<file path="src/rtl/input_conditioner.sv">
// Synchronizes, debounces and edge-detects the active-low push button and slide switches.
// Optional auto-repeat of key_press while held: define INPUT_CONDITIONER_AUTOREPEAT_EN.
module input_conditioner #(
  parameter int unsigned SW_WIDTH        = 4,
  parameter int unsigned DEBOUNCE_CYCLES = 50000,
  parameter int unsigned REPEAT_DELAY    = 25000000,
  parameter int unsigned REPEAT_PERIOD   = 5000000
) (
  input  logic                clock,
  input  logic                reset_n,
  input  logic                key_n,
  input  logic [SW_WIDTH-1:0] sw_raw,
  output logic                key_level,
  output logic                key_press,
  output logic                key_release,
  output logic [SW_WIDTH-1:0] sw_stable,
  output logic                sw_changed
);

  localparam int unsigned CNT_W = $clog2(DEBOUNCE_CYCLES + 1);
  localparam logic [CNT_W-1:0] CNT_MAX = CNT_W'(DEBOUNCE_CYCLES);
  localparam logic [CNT_W-1:0] CNT_ONE = CNT_W'(1);

  if (DEBOUNCE_CYCLES < 1 || REPEAT_DELAY < 1 || REPEAT_PERIOD < 1) begin : g_bad_cfg
    $error("input_conditioner: DEBOUNCE_CYCLES, REPEAT_DELAY and REPEAT_PERIOD must be >= 1");
  end

  typedef enum logic [1:0] {RELEASED, PRESS_WAIT, PRESSED, RELEASE_WAIT} key_state_t;

  logic                key_s1, key_s2;
  logic [SW_WIDTH-1:0] sw_s1, sw_s2, sw_prev;

  // Two-flop synchronizers; the key chain idles released (1).
  always_ff @(posedge clock or negedge reset_n) begin
    if (!reset_n) begin
      key_s1 <= 1'b1;
      key_s2 <= 1'b1;
      sw_s1  <= '0;
      sw_s2  <= '0;
    end else begin
      key_s1 <= key_n;
      key_s2 <= key_s1;
      sw_s1  <= sw_raw;
      sw_s2  <= sw_s1;
    end
  end

  key_state_t       state, state_d;
  logic [CNT_W-1:0] key_cnt, key_cnt_d, key_inc_c;
  logic             key_down_c, level_d, accept_c, release_d, press_d, repeat_fire_c;

  assign key_down_c = ~key_s2;
  assign key_inc_c  = (key_cnt == CNT_MAX) ? key_cnt : key_cnt + CNT_ONE;
  assign press_d    = accept_c | repeat_fire_c;

  always_comb begin
    state_d   = state;
    key_cnt_d = key_cnt;
    level_d   = key_level;
    accept_c  = 1'b0;
    release_d = 1'b0;
    case (state)
      RELEASED: begin
        if (key_down_c) begin
          if (CNT_ONE == CNT_MAX) begin
            state_d  = PRESSED;
            level_d  = 1'b1;
            accept_c = 1'b1;
          end else begin
            state_d   = PRESS_WAIT;
            key_cnt_d = CNT_ONE;
          end
        end
      end
      PRESS_WAIT: begin
        if (!key_down_c) begin
          state_d   = RELEASED;
          key_cnt_d = '0;
        end else if (key_inc_c == CNT_MAX) begin
          state_d   = PRESSED;
          key_cnt_d = '0;
          level_d   = 1'b1;
          accept_c  = 1'b1;
        end else begin
          key_cnt_d = key_inc_c;
        end
      end
      PRESSED: begin
        if (!key_down_c) begin
          if (CNT_ONE == CNT_MAX) begin
            state_d   = RELEASED;
            level_d   = 1'b0;
            release_d = 1'b1;
          end else begin
            state_d   = RELEASE_WAIT;
            key_cnt_d = CNT_ONE;
          end
        end
      end
      RELEASE_WAIT: begin
        if (key_down_c) begin
          state_d   = PRESSED;
          key_cnt_d = '0;
        end else if (key_inc_c == CNT_MAX) begin
          state_d   = RELEASED;
          key_cnt_d = '0;
          level_d   = 1'b0;
          release_d = 1'b1;
        end else begin
          key_cnt_d = key_inc_c;
        end
      end
      default: state_d = RELEASED;
    endcase
  end

  always_ff @(posedge clock or negedge reset_n) begin
    if (!reset_n) begin
      state       <= RELEASED;
      key_cnt     <= '0;
      key_level   <= 1'b0;
      key_press   <= 1'b0;
      key_release <= 1'b0;
    end else begin
      state       <= state_d;
      key_cnt     <= key_cnt_d;
      key_level   <= level_d;
      key_press   <= press_d;
      key_release <= release_d;
    end
  end

`ifdef INPUT_CONDITIONER_AUTOREPEAT_EN
  localparam int unsigned HOLD_MAX = (REPEAT_DELAY > REPEAT_PERIOD) ? REPEAT_DELAY : REPEAT_PERIOD;
  localparam int unsigned HOLD_W   = $clog2(HOLD_MAX + 1);

  logic [HOLD_W-1:0] hold_cnt, hold_cnt_d, hold_inc_c, hold_target_c;
  logic              repeating, repeating_d, hold_run_c;

  // Hold time only advances while settled in PRESSED; RELEASE_WAIT freezes it.
  assign hold_run_c    = (state == PRESSED) && key_down_c;
  assign hold_inc_c    = hold_cnt + HOLD_W'(1);
  assign hold_target_c = repeating ? HOLD_W'(REPEAT_PERIOD) : HOLD_W'(REPEAT_DELAY);

  always_comb begin
    hold_cnt_d    = hold_cnt;
    repeating_d   = repeating;
    repeat_fire_c = 1'b0;
    if (!level_d) begin
      hold_cnt_d  = '0;
      repeating_d = 1'b0;
    end else if (hold_run_c) begin
      if (hold_inc_c == hold_target_c) begin
        repeat_fire_c = 1'b1;
        hold_cnt_d    = '0;
        repeating_d   = 1'b1;
      end else begin
        hold_cnt_d = hold_inc_c;
      end
    end
  end

  always_ff @(posedge clock or negedge reset_n) begin
    if (!reset_n) begin
      hold_cnt  <= '0;
      repeating <= 1'b0;
    end else begin
      hold_cnt  <= hold_cnt_d;
      repeating <= repeating_d;
    end
  end
`else
  assign repeat_fire_c = 1'b0;
`endif

  logic [CNT_W-1:0]    sw_cnt, sw_cnt_d, sw_cand_c;
  logic [SW_WIDTH-1:0] stable_d;
  logic                changed_d;

  // A fresh vector restarts the count at 1; an unchanged one keeps counting (saturating).
  assign sw_cand_c = (sw_s2 != sw_prev) ? CNT_ONE
                   : ((sw_cnt == CNT_MAX) ? sw_cnt : sw_cnt + CNT_ONE);

  always_comb begin
    sw_cnt_d  = sw_cnt;
    stable_d  = sw_stable;
    changed_d = 1'b0;
    if (sw_s2 == sw_stable) begin
      sw_cnt_d = '0;
    end else if (sw_cand_c == CNT_MAX) begin
      sw_cnt_d  = '0;
      stable_d  = sw_s2;
      changed_d = 1'b1;
    end else begin
      sw_cnt_d = sw_cand_c;
    end
  end

  always_ff @(posedge clock or negedge reset_n) begin
    if (!reset_n) begin
      sw_prev    <= '0;
      sw_cnt     <= '0;
      sw_stable  <= '0;
      sw_changed <= 1'b0;
    end else begin
      sw_prev    <= sw_s2;
      sw_cnt     <= sw_cnt_d;
      sw_stable  <= stable_d;
      sw_changed <= changed_d;
    end
  end

endmodule
</file>
<file path="config.mk">
export PLATFORM = sky130hd
export DESIGN_NAME = input_conditioner
export DESIGN_NICKNAME = d
export VERILOG_FILES = /design/src/rtl/input_conditioner.sv
export SDC_FILE = /design/constraint.sdc
export NUM_CORES = 1
export LEC_CHECK = 0
export CAP_MARGIN = 10
export CORE_MARGIN = 1
export CORE_UTILIZATION = 54
export CTS_CLUSTER_SIZE = 20
export DETAILED_ROUTE_END_ITERATION = 16
export PLACE_DENSITY = 0.76
export SLEW_MARGIN = 20
export SYNTH_ARGS = -nofsm -noshare
export SYNTH_HDL_FRONTEND = slang
export SYNTH_SLANG_ARGS = --single-unit
</file>
<file path="constraint.sdc">
create_clock -name clock -period 2.7 [get_ports clock]
set_clock_uncertainty 0.1 [all_clocks]
set_input_delay 0.405 -clock clock [delete_from_list [all_inputs] [get_ports clock]]
set_output_delay 0.405 -clock clock [all_outputs]
set_load 0.02 [all_outputs]
</file>
==> results of run 1 <==
==> synth_stat cells, types with 2 or more instances <==
| library cell | n | area, sq um |
|---|---|---|
| o41ai_1 | 2 | 17.5 |
| mux2_2 | 4 | 45.0 |
| xnor2_1 | 12 | 105 |
| or2_1 | 2 | 12.5 |
| nand2_1 | 31 | 116 |
| nor3b_1 | 3 | 22.5 |
| nor2_1 | 29 | 109 |
| and4_1 | 6 | 52.6 |
| nor2b_1 | 2 | 12.5 |
| buf_2 | 2 | 10.0 |
| and3_1 | 5 | 31.3 |
| nand2b_1 | 4 | 25.0 |
| a21oi_1 | 10 | 50.1 |
| dfstp_2 | 2 | 52.6 |
| a22o_1 | 2 | 17.5 |
| nor3_2 | 2 | 20.0 |
| clkbuf_1 | 11 | 41.3 |
| a211o_1 | 3 | 26.3 |
| nor4b_1 | 2 | 17.5 |
| a21o_1 | 4 | 30.0 |
| nand4_1 | 8 | 50.1 |
| or3_1 | 4 | 25.0 |
| dfrtp_1 | 54 | 1350 |
| and2_1 | 2 | 12.5 |
| ha_1 | 4 | 50.1 |
| o21ai_0 | 9 | 45.0 |
| o31ai_1 | 3 | 22.5 |
| o21ba_2 | 2 | 20.0 |
| nand3_1 | 13 | 65.1 |
| nor4_1 | 6 | 37.5 |
| xor2_1 | 12 | 105 |
| nor3_1 | 19 | 95.1 |
| inv_1 | 9 | 33.8 |
| o22ai_1 | 5 | 31.3 |
| a21boi_0 | 2 | 15.0 |
| mux2i_1 | 3 | 30.0 |
| a31oi_1 | 5 | 31.3 |
==> through the flow <==
stage          instances  area [sq um]  setup slack [ns]  total power [mW]
2_1_floorplan        320          3030           0.00775             0.937
3_3_place_gp         419          3430          -0.00463             0.991
3_5_place_dp         419          3430           -0.0732             0.997
4_1_cts              428          3540           0.00373              1.49
5_1_grt              431          3640           -0.0756              1.55
6_report             431          3640            0.0291              1.49
==> layer usage <==
layer / part of all wire (%) / global-route usage (%) / up-vias
met5: 0 / 0 / -
met4: 1.7 / 8.27 / 0
met3: 4.5 / 3.57 / 13
met2: 49 / 40.0 / 81
met1: 45 / 30.0 / 1226
li1: - / - / 1232
==> critical path, stage by stage (launching register included) <==
cell	delay, ns
dfrtp_1	0.38
ha_2	0.18
buf_4	0.13
nand4_1	0.22
nor4_1	0.43
xor2_1	0.19
a221oi_2	0.27
and4_4	0.31
or2_1	0.13
buf_4	0.14
a21oi_1	0.06
==> logic make-up after synthesis <==
kind of cell,after synthesis,share of synthesized area [%]
compound gates,57,13.0
simple gates,147,26.1
flops,56,46.3
mux,7,2.48
xor+xnor,24,6.93
fa+ha+maj,4,1.65
buf+inv,25,3.59
==> state kept, by name (all words and copies together) (netlist names), named ones only <==
signal,cells
sw_s1,4
key_release,1
key_s1,1
key_s2,1
sw_prev,4
state,1
sw_changed,1
sw_cnt,16
key_press,1
key_cnt,16
key_level,1
sw_stable,4
sw_s2,4
==> how the worst max path moves through the flow <==
stage | cells after the start | end | from | slack, ns
floorplan | 8 | sw_stable[0] | sw_cnt[0] | 0.008
global placement | 7 | sw_stable[3] | sw_cnt[0] | -0.005
detailed placement | 7 | sw_stable[1] | sw_cnt[1] | -0.07
CTS | 9 | sw_stable[1] | sw_cnt[0] | 0.004
global route | 10 | sw_cnt[15] | sw_cnt[1] | -0.08
finish | 10 | sw_cnt[15] | sw_cnt[1] | 0.03
==> what timing repair did <==
| action | 4_1_cts | 5_1_grt |
|---|---|---|
| resized for setup | 3 | 18 |
| hold buffers | 1 | 0 |
| pin swaps | 0 | 9 |
| setup buffers | 0 | 3 |
| setup endpoints to repair | 14 | 16 |
| hold endpoints to repair | 8 | 0 |
==> report_power, final <==
part           internal (mW)  switching [mW]  leakage [nW]
logic                 0.0510          0.0660         0.687
clock network          0.197           0.303        0.0511
registers              0.856          0.0150         0.735
total                   1.10           0.384          1.47
==> area by class of cell <==
class                   count  area (sq um)  share of cell area, %
flip-flops and latches     56          1410                   38.6
multi-input cells         239          1610                   44.1
well taps                  70          87.6                   2.40
inverters                   9          33.8                  0.927
repair buffers             49           413                   11.3
clock inverters             3          28.8                  0.790
clock buffers               5          68.8                   1.89
==> flow_summary.ini, run 1 <==
[die]
ioPinCount = 15
die_area_sq_um = 5920
num_rows = 26
die_w_um = 76.9
die_h_um = 76.9
start_util_pct = 57.5
core_sq_um = 5270

[placed_design]
gp_congestion = 0.929
port_buffers = 14
dpl.hpwl_mm = 4.71

[cells_and_area]
fillerInstances = 415
fin_util_pct = 69.2
drive_above_1_share_pct = 19.4
syn2layout_area_growth_pct = 20.2
nets = 371
n_antenna_cell = 0
final_common_cell = dfrtp_1
final_cell_mix = dfrtp_1, buf_4, nand2_1

[setup_path]
required_ns = 2.78
startpoint_type = register
worstSetupPathType = reg2reg
r2r_setup_slack_ns = 0.03
critPathMaxFanout = 5
cp.arrival_ns = 2.76
cp-end-kind = register
timing.rr.end = sw_cnt[15]
r2r-start = sw_cnt[1]
rr_worst_depth = 10

[route]
ant_nets = 0
routedWlPerCell_um = 15.8
avgViaCountPerCell = 5.92
wirelength_mm = 6.79
drt_iter0_drc = 160
first_pass_iters = 4
vias = 2552
drc_errors = 0

[sta]
max_slew_margin_pct = 63.5
slew_viol_final = 0
rsz0062_at_grt = true
fmax_ghz = 0.374
finalHoldWorstSlack_ns = 0.266
setup_violations = 0
hold_viol = 0
period_share_pct = 98.9
worst_pin_slew_ns = 0.544
min_period_ns = 2.67
fin_tns_setup_ns = 0

[clocking]
cts_sinks = 56
clkTransAtPathRegs_ns = 0.11
cts-buffers-inserted = 5
root_buffer = clkbuf_8
h-tree-depth = 2
cts.path.max_buffers = 2
cts_tree = done
worstSkewPairLatency_ns = 0.32

[run_status]
status = complete, no violations

[pwr]
ir_drop_v = 0.000318
power.density_nw_per_um2 = 408
leakagePower_nw = 1.47

[global_route]
grt_first_pass_wirelength_mm = 11.0
grt_max_degree = 49
antenna_found_initial = 0
gr-usage-all-layers_pct = 23.4
grt-ovfl-total = 0
grt_pass1_vias = 2422

[logic_synthesis]
syn-num-nets = 331
ys.flop_type = dfrtp_1
seq_area_frac_synth_pct = 46.3
yosysWarnings = 0
syn_area_per_cell_sq_um = 9.47
ys_seq_elements = 56
postSynthCellCount = 320
synth_edf_count = 0
synthArstFlopShare_pct = 100
synth_area_sq_um = 3030
yosysUniqueCellTypes = 59

[hold_path]
worstHoldStart = sw_s1[3]
min_to = sw_s2[3]
hold_path_depth = 0
hold_class = reg2reg

[flow_run]
maxCapViolations = 0
No activity file was read; power rests on OpenSTA's default activity.
==> run 2: changes to the inputs <==
--- a/config.mk
+++ b/config.mk
@@ -10,6 +10,7 @@
 export CORE_UTILIZATION = 54
 export CTS_CLUSTER_SIZE = 20
 export DETAILED_ROUTE_END_ITERATION = 16
+export MAX_ROUTING_LAYER = met4
 export PLACE_DENSITY = 0.76
 export SLEW_MARGIN = 20
 export SYNTH_ARGS = -nofsm -noshare
==> flow_summary.ini, run 2 (synthesis gave the netlist of run 1 again) <==
[die]
die_h_um = 76.9
ioPinCount = 15
start_util_pct = 57.5
core_sq_um = 5270
die_area_sq_um = 5920
num_rows = 26
die_w_um = 76.9

[cells_and_area]
syn2layout_area_growth_pct = 20.7
nets = 370
final_common_cell = dfrtp_1
top_regs = key_cnt (16), sw_cnt (16)
final_cell_mix = dfrtp_1, nand2_1, buf_4
fillerInstances = 410
n_antenna_cell = 0
final_cells = 430
drive_above_1_share_pct = 21.1

[pwr]
p_seq_share_pct = 58.7
pwr-share-clk_pct = 33.5
power.density_nw_per_um2 = 406
pwr-share-comb_pct = 7.8
ir_drop_v = 0.000368
p_sw_mw = 0.383
internal_power_mw = 1.10
switching_share_pct = 25.7
leakagePower_nw = 1.48

[global_route]
grt_pass1_vias = 2535
grt-ovfl-total = 0
gr-usage-all-layers_pct = 25.2
grt_first_pass_wirelength_mm = 11.6
grt_max_degree = 57
antenna_found_initial = 0

[route]
wirelength_mm = 6.72
vias = 2589
drc_errors = 0
routedWlPerCell_um = 15.6
drt_iter0_drc = 138
avgViaCountPerCell = 6.02
ant_nets = 0
first_pass_iters = 4

[setup_path]
required_ns = 2.82
startpoint_type = register
cp-end-kind = register
worstSetupPathType = reg2reg
critPathMaxFanout = 5
cp.arrival_ns = 2.73

[placed_design]
port_buffers = 14
gp_congestion = 0.915
dpl.hpwl_mm = 4.64
dp.cells = 419

[sta]
max_slew_margin_pct = 54.7
finalHoldWorstSlack_ns = 0.0863
period_share_pct = 96.8
min_period_ns = 2.61
fmax_ghz = 0.383
setup_violations = 0
worst_pin_slew_ns = 0.680
hold_viol = 0
slew_viol_final = 0

[clocking]
cts_sinks = 56
cts.path.max_buffers = 2
cts-buffers-inserted = 5
clkTransAtPathRegs_ns = 0.11
worstSkewPairLatency_ns = 0.32
h-tree-depth = 2
cts_tree = done
root_buffer = clkbuf_8

[hold_path]
hold_class = in2async

[flow_run]
maxCapViolations = 0

[run_status]
status = complete, no violations
==> run 2: changes by cell type in the layout (fill, tap and decap cells not counted), sizes merged <==
cell         change
dlygate4sd3      -1
==> run 2: metal layers <==
metal,vias to the layer above,global-route usage [%],routed length [um]
li1,1231,-,-
met1,1267,32.6,2970
met2,79,39.4,3260
met3,12,4.40,376
met4,0,9.81,114
met5,-,-,0
==> run 2: power by group through the flow <==
| stage | logic (mW) | registers [mW] | clock network (mW) |
|---|---|---|---|
| after floorplan | 0.0519 | 0.886 | 0 |
| after global placement | 0.101 | 0.887 | 0 |
| after detailed placement | 0.104 | 0.889 | 0 |
| after CTS | 0.105 | 0.873 | 0.516 |
| after global routing | 0.129 | 0.877 | 0.543 |
| final | 0.116 | 0.873 | 0.498 |
==> run 2: final timing paths <==
path	end	cells past startpoint	slack (ns)	from
min	sw_cnt[3]	2	0.09	reset_n
max reg2reg	sw_stable[0]	7	0.09	sw_cnt[1]
min reg2reg	sw_s2[1]	0	0.26	sw_s1[1]
max in group asynchronous	key_cnt[0]	2	1.92	reset_n
min in group clock	sw_s2[1]	0	0.26	sw_s1[1]
max	sw_stable[0]	7	0.09	sw_cnt[1]
==> run 2: layout make-up <==
type	instances	area (sq um)	share of cell area (%)
Multi-Input combinational cell	239	1630	44.5
Clock buffer	5	68.8	1.88
Inverter	9	36.3	0.991
Tap cell	70	87.6	2.39
Sequential cell	56	1410	38.5
Timing Repair Buffer	48	402	11.0
Clock inverter	3	28.8	0.786
==> run 2: per-stage QoR <==
stage | TNS, ns | instance area (sq um) | utilization (%) | setup WS (ns) | power (mW)
floorplan | 0 | 3030 | - | 0.00775 | 0.937
detailed placement | -0.967 | 3410 | 64.8 | -0.0904 | 0.993
finish | 0 | 3660 | 69.4 | 0.0866 | 1.49
global placement | -0.0198 | 3410 | 64.8 | -0.00542 | 0.988
CTS | 0 | 3550 | 67.3 | 0.0146 | 1.49
global route | -0.289 | 3660 | 69.4 | -0.0407 | 1.55
==> run 2: critical path, stage by stage, from the launching register on <==
cell and delay [ns]:
dfrtp_1 0.39, buf_6 0.13, nand4_1 0.27, or2_1 0.36
o31a_1 0.34, nor4_2 0.27, and4_4 0.31, mux2_2 0.34
==> run 2: what timing repair did <==
item	4_1_cts	5_1_grt
gates resized for setup	8	26
hold buffers	0	0
buffers inserted	1	2
setup endpoints to repair	14	16
pin swaps	4	8
